## config.mk

```make
export PLATFORM = sky130hd
export DESIGN_NAME = sound_arbiter
export DESIGN_NICKNAME = d
export VERILOG_FILES = /design/src/rtl/sound_arbiter.sv
export SDC_FILE = /design/constraint.sdc
export NUM_CORES = 1
export LEC_CHECK = 0
export ABC_AREA = 1
export BUFFER_PORTS_ARGS = -buffer_cell sky130_fd_sc_hd__buf_2
export CORE_ASPECT_RATIO = 1.25
export CORE_MARGIN = 8
export CORE_UTILIZATION = 30
export CTS_CLUSTER_DIAMETER = 100
export DETAILED_ROUTE_END_ITERATION = 12
export HOLD_SLACK_MARGIN = 0.08
export SLEW_MARGIN = 20
export SYNTH_ARGS = -nofsm -noshare
export SYNTH_HDL_FRONTEND = slang
export SYNTH_SLANG_ARGS = --single-unit
```

## constraint.sdc

```tcl
create_clock -name clk -period 2.6 [get_ports clk]
set_clock_uncertainty 0.2 [all_clocks]
set_input_delay 0.13 -clock clk [delete_from_list [all_inputs] [get_ports clk]]
set_output_delay 0.13 -clock clk [all_outputs]
set_load 0.05 [all_outputs]
```

## src/rtl/sound_arbiter.sv

```systemverilog
`default_nettype none
// ============================================================================
// sound_arbiter : picks one game sound at a time for the tone player
// Rev 1.0
// ============================================================================
module sound_arbiter #(
   parameter int DUR_PUSH  = 4,
   parameter int DUR_WIN   = 8,
   parameter int GAP_TICKS = 1
) (
   input  logic       clk,
   input  logic       rst,
   input  logic       tick,
   input  logic       req_right,
   input  logic       req_left,
   input  logic       req_speed,
   input  logic       req_win,
   output logic [1:0] sound_type,
   output logic       notshutdown,
   output logic       busy,
   output logic [3:0] drop_cnt
);

   typedef enum logic [2:0] {
      S_IDLE       = 3'd0,
      S_PLAY_PUSH  = 3'd1,
      S_PLAY_SPEED = 3'd2,
      S_PLAY_WIN   = 3'd3,
      S_GAP        = 3'd4
   } state_t;

   localparam logic [3:0] c_push_last  = 4'(DUR_PUSH - 1);
   localparam logic [3:0] c_win_last   = 4'(DUR_WIN - 1);
   localparam logic [3:0] c_gap_last   = 4'(GAP_TICKS - 1);
   localparam state_t     c_after      = (GAP_TICKS == 0) ? S_IDLE : S_GAP;
   localparam logic       c_after_busy = (GAP_TICKS != 0);

   state_t     r_state;
   state_t     w_arb_state;
   logic [3:0] r_cnt;
   logic [3:0] r_drop;
   logic [1:0] r_type;
   logic [1:0] w_arb_type;
   logic       r_pend_r;
   logic       r_pend_l;
   logic       w_win_ctx;
   logic       w_push_r;
   logic       w_push_l;
   logic       w_eff_r;
   logic       w_eff_l;
   logic       w_arb_clr_r;
   logic       w_arb_clr_l;
   logic       w_arbitrate;
   logic [4:0] w_drop_sum;
   logic [3:0] w_drop_nx;

   always_comb begin
      // pushes are swallowed silently whenever the win sound owns the player
      w_win_ctx   = req_win || (r_state == S_PLAY_WIN);
      w_push_r    = req_right && !w_win_ctx;
      w_push_l    = req_left && !w_win_ctx;
      w_eff_r     = r_pend_r || w_push_r;
      w_eff_l     = r_pend_l || w_push_l;
      w_drop_sum  = {1'b0, r_drop} + {4'd0, (w_push_r && r_pend_r)}
                                   + {4'd0, (w_push_l && r_pend_l)};
      w_drop_nx   = (w_drop_sum > 5'd15) ? 4'd15 : w_drop_sum[3:0];
      w_arbitrate = (r_state == S_IDLE) ||
                    ((r_state == S_GAP) && tick && (r_cnt == c_gap_last));
      w_arb_state = S_IDLE;
      w_arb_type  = r_type;
      w_arb_clr_r = 1'b0;
      w_arb_clr_l = 1'b0;
      if (req_speed) begin
         w_arb_state = S_PLAY_SPEED;
         w_arb_type  = 2'd2;
      end else if (w_eff_r) begin
         w_arb_state = S_PLAY_PUSH;
         w_arb_type  = 2'd0;
         w_arb_clr_r = 1'b1;
      end else if (w_eff_l) begin
         w_arb_state = S_PLAY_PUSH;
         w_arb_type  = 2'd1;
         w_arb_clr_l = 1'b1;
      end
   end

   always_ff @(posedge clk or posedge rst) begin
      if (rst) begin
         r_state     <= S_IDLE;
         r_cnt       <= '0;
         r_type      <= 2'd0;
         r_pend_r    <= 1'b0;
         r_pend_l    <= 1'b0;
         r_drop      <= '0;
         notshutdown <= 1'b0;
         busy        <= 1'b0;
      end else begin
         r_drop <= w_drop_nx;
         if (req_win) begin
            r_state     <= S_PLAY_WIN;
            r_cnt       <= '0;
            r_type      <= 2'd3;
            r_pend_r    <= 1'b0;
            r_pend_l    <= 1'b0;
            notshutdown <= 1'b1;
            busy        <= 1'b1;
         end else if (w_arbitrate) begin
            r_state     <= w_arb_state;
            r_type      <= w_arb_type;
            r_cnt       <= '0;
            r_pend_r    <= w_eff_r && !w_arb_clr_r;
            r_pend_l    <= w_eff_l && !w_arb_clr_l;
            notshutdown <= (w_arb_state != S_IDLE);
            busy        <= (w_arb_state != S_IDLE);
         end else begin
            r_pend_r <= w_eff_r;
            r_pend_l <= w_eff_l;
            case (r_state)
               S_PLAY_PUSH: begin
                  if (tick) begin
                     if (r_cnt == c_push_last) begin
                        r_state     <= c_after;
                        r_cnt       <= '0;
                        notshutdown <= 1'b0;
                        busy        <= c_after_busy;
                     end else begin
                        r_cnt <= r_cnt + 4'd1;
                     end
                  end
               end
               S_PLAY_SPEED: begin
                  if (!req_speed) begin
                     r_state     <= c_after;
                     r_cnt       <= '0;
                     notshutdown <= 1'b0;
                     busy        <= c_after_busy;
                  end
               end
               S_PLAY_WIN: begin
                  if (tick) begin
                     if (r_cnt == c_win_last) begin
                        r_state     <= S_IDLE;
                        r_cnt       <= '0;
                        notshutdown <= 1'b0;
                        busy        <= 1'b0;
                     end else begin
                        r_cnt <= r_cnt + 4'd1;
                     end
                  end
               end
               S_GAP: begin
                  if (tick) begin
                     r_cnt <= r_cnt + 4'd1;
                  end
               end
               default: begin
                  r_state     <= S_IDLE;
                  notshutdown <= 1'b0;
                  busy        <= 1'b0;
               end
            endcase
         end
      end
   end

   assign sound_type = r_type;
   assign drop_cnt   = r_drop;

endmodule
`default_nettype wire
```

======== Word-level counts from Yosys, hierarchy flattened ========
Index checks and enable logic that the tools add are counted.
storage, ports and cells
  output and inout port bits .............. 8
  bits in latches ......................... 0
  bits in read-only memories .............. 0
  input bits .............................. 7
  logic and storage cells ................. 98
  bits in writable memories ............... 0
  memories kept ........................... 0
  bits in registers ....................... 17
cells by class
  multiply operators ...................... 0
  mux-type cells .......................... 49
  equal/unequal tests ..................... 13
  bitwise gates (word level) .............. 0
  shift operators ......................... 0
  $lt $le $gt $ge ......................... 1
  divide/modulo/power cells ............... 0
  reduce and logical (&&, ||, !) cells .... 24
  add/subtract/negate cells ............... 3
operators by type and width
  kind                 number
  $mux 4               9
  $mux 1               23
  $mux 3               7
  $ne 4x4->1 const B   5
  $pmux 4 s4           1
  $mux 2               6
  $pmux 3 s4           1
  $logic_and 1x1->1    8
  $pmux 1 s4           2
  $eq 3x2->1 const B   2
  $reduce_and 6->1     1
  $reduce_bool 6->1    1
  $add 4x1->5          1
  $add 5x1->5          1
  $gt 5x4->1 const B   1
  $reduce_and 5->1     1
  $add 4x1->4 const B  1
  $eq 4x2->1 const B   1
  $eq 4x3->1 const B   1
  $logic_not 4->1      1
  $logic_or 1x1->1     4
  $ne 4x3->1 const B   1
  $reduce_bool 4->1    1
  $eq 3x1->1 const B   1
  other kinds (7)      9

======== Logic depth before layout (Yosys ltp) ========
  word-level depth ........................ 12
  depth in mapped cells ................... 13
  mapped depth without buffers ............ 13

======== Worst setup path after synthesis ========
No wires, ideal clock.
  kind .................................... reg-to-reg
  start point ............................. reg r_drop[0] (netlist: drop_cnt[0])
  end point ............................... reg r_drop[2] (netlist: drop_cnt[2])
  stages on the path, launching flop included .. 9
  arrival ................................. 1.660 ns
  period minus slack after synthesis ...... 1.943 ns
  path buffers ............................ 0
  setup slack ............................. 0.657 ns
  library setup time ...................... 0.083 ns
  required time ........................... 2.317 ns
  cell sequence ........................... dfrtp_1 inv_1 fa_1 inv_1 ha_1 nand2_1 inv_1 nand2_1 o21ai_0
on the way
  word-level cells in the longest chain between the ends .. 4
RTL lines
  item                    RTL line  RTL
  from (decl)             41        logic [3:0] r_drop;
  from (signal assigned)  98        r_drop <= w_drop_nx;
  $add 4x1->5 *           64        w_drop_sum = {1'b0, r_drop} + {4'd0, (w_push_r && r_pend_r)}
  $add 5x1->5 *           65        + {4'd0, (w_push_l && r_pend_l)};
  $gt 5x4->1              66        w_drop_nx = (w_drop_sum > 5'd15) ? 4'd15 : w_drop_sum[3:0];
  $mux 4 *                66
  net w_drop_nx[2]        55        logic [3:0] w_drop_nx;
Mark *: on every way through the listed nets, which the timed path passes. The rest lies on a longest branch.
A chain may end at the register's enable or synchronous reset.

======== Final worst setup path ========
  start point ............................. reg r_cnt[0]
  end point ............................... reg r_pend_l
on the way
  word-level cells in the longest chain between the ends .. 5
RTL lines
  item                    RTL line  RTL
  from (decl)             40        logic [3:0] r_cnt;
  from (signal assigned)  127       r_cnt <= r_cnt + 4'd1;
  from (signal assigned)  147       r_cnt <= r_cnt + 4'd1;
  from (signal assigned)  153       r_cnt <= r_cnt + 4'd1;
  $logic_not 4->1         68        ((r_state == S_GAP) && tick && (r_cnt == c_gap_last));
  $logic_and 1x1->1       68
  $logic_or 1x1->1        67        w_arbitrate = (r_state == S_IDLE) ||
  $mux 1                  107       end else if (w_arbitrate) begin
  $mux 1                  99        if (req_win) begin
  to (signal assigned)    112       r_pend_l <= w_eff_l && !w_arb_clr_l;
  to (signal assigned)    117       r_pend_l <= w_eff_l;
  to (decl)               45        logic r_pend_l;
No other way between the ends.

==> results.py <==
metrics = {
    "setup_path": {
        "cp_cell_sequence": "inv_1 -> ha_1 -> nand2_1 -> inv_1 -> nand2_1 -> nand2_1 -> nand2_1 -> nor2_1 -> a211oi_1 -> dlygate4sd3_1",
        "worst_r2r_endpoint": "r_pend_l$_DFF_PP0_",
        "critical-path-slowest-cell": "sky130_fd_sc_hd__dlygate4sd3_1",
        "dominant_cell_type_by_count_on_the_critical_path": "sky130_fd_sc_hd__nand2_1",
        "worst_path_dominant_cell_family": "buffers and inverters",
        "crit-reg2reg-launch": "r_cnt[0]$_DFFE_PP0P_",
        "setup.worst_path.class": "reg2reg",
        "worst-r2r-setup-slack_ns": 0.50,
        "ff2ff_path_depth": 10,
        "critical_path.n_buffers_inverters": 3,
        "timing.critical_path.slowest_cell_delay_ns": 0.57,
        "critPathRequiredTime_ns": 2.60,
        "arrival_ns": 2.10,
        "timing.critical_path.to_type": "flop",
        "startpoint_type": "flop",
        "critical_path.max_fanout": 3,
    },
    "grt": {
        "grt_pass1_vias": 986,
        "gr-total-overflow": 0,
        "number_of_antenna_violations_at_the_first_check_in_global_routing": 0,
        "globalRouteTotalUtil": 0.09256,
        "first_pass_grt_wire_length_um": 4015,
        "grt_start_max_net_pins": 18,
    },
    "synth": {
        "synthDominantCellAreaShare": 0.4121,
        "ys_warnings": 0,
        "netlist_top_cells_area": "sky130_fd_sc_hd__dfrtp_1 41%, sky130_fd_sc_hd__nand2_1 12%, sky130_fd_sc_hd__inv_1 7.3%",
        "synthCells": 134,
        "synthesis.nets": 145,
        "synth.yosys.seq_area_share": 0.4121,
        "syn_area_per_cell_um2": 7.703,
        "synth_seq_cells": 17,
        "post-synth-top-area-cell": "sky130_fd_sc_hd__dfrtp_1",
        "synthesized_area_um2": 1032,
        "synthDistinctLibCells": 27,
    },
    "cts": {
        "max-clock-path-buffers": 2,
        "cts_hold_buffers": 4,
        "postcts_resize_cnt": 0,
        "tritoncts_clock_tree": "done",
        "max_h_tree_level": 1,
        "ctsRootBufferMaster": "sky130_fd_sc_hd__clkbuf_8",
        "cts_made_buffers": 3,
        "postCtsSetupRepairBufs": 0,
        "path_clk_slew_ns": 0.07,
        "clock_sink_count": 17,
        "insertion_delay_ns": 0.25,
    },
    "place": {
        "place.detailed.hpwl_um": 1753,
        "gp_routability_congestion": 0.8457,
        "place.port_buffers": 14,
    },
    "layout": {
        "num_antenna_cells": 0,
        "fillCellCount": 362,
        "final_layout_size_suffix_gt1_frac": 0.2244,
        "finish.net_count": 168,
        "areaGrowthSynthToFinish_pct": 19.88,
    },
    "floorplan": {
        "starting_density_of_the_core": 0.3042,
        "num_rows": 24,
        "die_height_um": 81.58,
        "overall_die_area_um2": 5585,
        "core_um2": 3393,
        "ios": 15,
        "horizontal_die_dimension_um": 68.47,
    },
    "sta": {
        "achievable-frequency_mhz": 476.2,
        "finalHoldViolations": 0,
        "max_slew_headroom_at_the_worst_pin": 0.5434,
        "layout_worst_path_cycle_share": 0.8077,
        "finalSetupViolations": 0,
        "report.final.slew_viol_count": 0,
        "worst-slew-pin-transition_ns": 0.6841,
        "hold-worst-slack_ns": 0.1004,
        "final_period_minus_worst_setup_slack_ns": 2.100,
        "setup-tns-final_ns": 0,
        "rsz0062_at_grt": "no",
    },
    "min_path": {
        "worst_hold_path_class": "in2reg",
        "hold_path_end": "r_pend_r$_DFF_PP0_",
        "worstHoldStart": "req_right",
        "timing.hold.worst_path_depth": 5,
    },
    "drt": {
        "drcViolationCount": 0,
        "totalWireLength_um": 2257,
        "drt_pass1_iterations": 4,
        "route.detailed.wl_per_inst_um": 11.57,
        "post_drt_via_cell_ratio": 4.805,
        "drt_iter0_markers": 44,
        "via_count": 937,
        "antenna_nets_post_route": 0,
    },
    "pwr": {
        "power-per-cell-area_nw_per_um2": 1128,
        "peakVddDrop_mv": 0.4952,
        "total_leakage_power_nw": 0.6603,
    },
    "outcome": {
        "status": "finished, final reports clean",
    },
    "job": {
        "cap_viol_max_count": 0,
    },
}
cells by family after synthesis:
logic type / after synthesis / synth area share
simple gates: 68 / 0.3091
buf+inv: 24 / 0.08970
compound gates: 19 / 0.1164
flops: 17 / 0.4121
fa+ha+maj: 4 / 0.05576
xor+xnor: 2 / 0.01697
cell usage in the layout (no fill, tap or decap):
cell	netlist	routed
sky130_fd_sc_hd__a21oi_2	2	2
sky130_fd_sc_hd__nand2_2	4	4
sky130_fd_sc_hd__nand3_2	1	1
sky130_fd_sc_hd__nor2_4	1	1
sky130_fd_sc_hd__a21oi_1	2	2
sky130_fd_sc_hd__clkbuf_8	0	3
sky130_fd_sc_hd__inv_4	1	1
sky130_fd_sc_hd__o21ai_0	6	6
sky130_fd_sc_hd__dfrtp_1	17	17
sky130_fd_sc_hd__fa_1	1	1
sky130_fd_sc_hd__nand3_1	11	11
sky130_fd_sc_hd__o21a_1	1	1
sky130_fd_sc_hd__a31oi_1	1	1
sky130_fd_sc_hd__buf_2	0	14
sky130_fd_sc_hd__xor2_1	2	2
sky130_fd_sc_hd__dlygate4sd3_1	0	4
sky130_fd_sc_hd__clkinv_2	0	1
sky130_fd_sc_hd__nor2_1	10	10
sky130_fd_sc_hd__nand3b_1	3	3
sky130_fd_sc_hd__nand4_1	3	3
sky130_fd_sc_hd__a211oi_1	1	1
sky130_fd_sc_hd__o21ai_1	2	2
sky130_fd_sc_hd__ha_1	3	3
sky130_fd_sc_hd__or2_2	1	1
sky130_fd_sc_hd__o211ai_1	1	1
sky130_fd_sc_hd__nand2_1	32	32
sky130_fd_sc_hd__o22ai_1	1	1
sky130_fd_sc_hd__inv_2	3	3
sky130_fd_sc_hd__inv_1	20	20
sky130_fd_sc_hd__o21ai_2	2	2
sky130_fd_sc_hd__nor2_2	2	2
registers in the layout, summed over array words and instances, names as in the netlist:
name	cells
busy	1
drop_cnt	4
notshutdown	1
r_cnt	4
r_pend_l	1
r_pend_r	1
r_state	3
sound_type	2
power breakdown:
| group | switching, mW | internal (mW) |
|---|---|---|
| Sequential | 0.0811 | 0.360 |
| Clock | 0.0956 | 0.106 |
| Combinational | 0.541 | 0.212 |
metal layers:
metal / GRT usage / up-vias / part of all wire / wire, µm
met5: 0 / - / 0 / 0
met4: 0.06366 / 0 / 0.039 / 88
met3: 0.02456 / 11 / 0.035 / 78
met2: 0.1603 / 20 / 0.50 / 1130
met1: 0.09327 / 428 / 0.42 / 959
li1: - / 478 / - / -
worst max-delay path by stage:
stage,startpoint,cells past startpoint,slack (ns),endpoint
floorplan,drop_cnt[0]$_DFF_PP0_,8,0.66,drop_cnt[2]$_DFF_PP0_
global placement,r_state[2]$_DFFE_PP0P_,10,0.72,drop_cnt[2]$_DFF_PP0_
detailed placement,r_state[2]$_DFFE_PP0P_,10,0.64,drop_cnt[2]$_DFF_PP0_
CTS,r_cnt[0]$_DFFE_PP0P_,10,0.48,r_pend_l$_DFF_PP0_
global route,r_cnt[0]$_DFFE_PP0P_,10,0.29,r_pend_l$_DFF_PP0_
finish,r_cnt[0]$_DFFE_PP0P_,10,0.50,r_pend_l$_DFF_PP0_
Yosys cell counts, drive strengths merged:
cell / count
a211oi: 1
a21oi: 4
a31oi: 1
dfrtp: 17
fa: 1
ha: 3
inv: 24
nand2: 36
nand3: 12
nand3b: 3
nand4: 3
nor2: 13
o211ai: 1
o21a: 1
o21ai: 10
o22ai: 1
or2: 1
xor2: 2
per-stage QoR:
step | instances | area (µm²) | worst slack [ns] | utilization | power [mW]
after floorplan | 134 | 1032 | 0.6570 | - | 1.025
after global placement | 187 | 1151 | 0.7191 | 0.3392 | 1.183
after detailed placement | 187 | 1151 | 0.6394 | 0.3392 | 1.196
after CTS | 195 | 1237 | 0.4763 | 0.3647 | 1.416
after global routing | 195 | 1237 | 0.2863 | 0.3647 | 1.517
final | 195 | 1237 | 0.5001 | 0.3647 | 1.396
cell type report:
type | instances | area (µm²) | area share
inverters | 24 | 92.59 | 0.07482
well taps | 39 | 48.80 | 0.03943
multi-input cells | 93 | 514.2 | 0.4156
repair buffers | 18 | 110.1 | 0.08898
clock inverters | 1 | 5.005 | 0.004044
clock buffers | 3 | 41.29 | 0.03337
flip-flops and latches | 17 | 425.4 | 0.3438
worst register-to-register path: cells and delay by family, from the launching register on:
family	cells	cell delay (ns)
AO/OA/AOI/OAI	1	0.19
buffers and inverters	3	0.68
adder cells (fa/ha/maj)	1	0.19
AND/OR/NAND/NOR	5	0.41
flip-flops	1	0.37
Power figures use the tool's default switching activity.
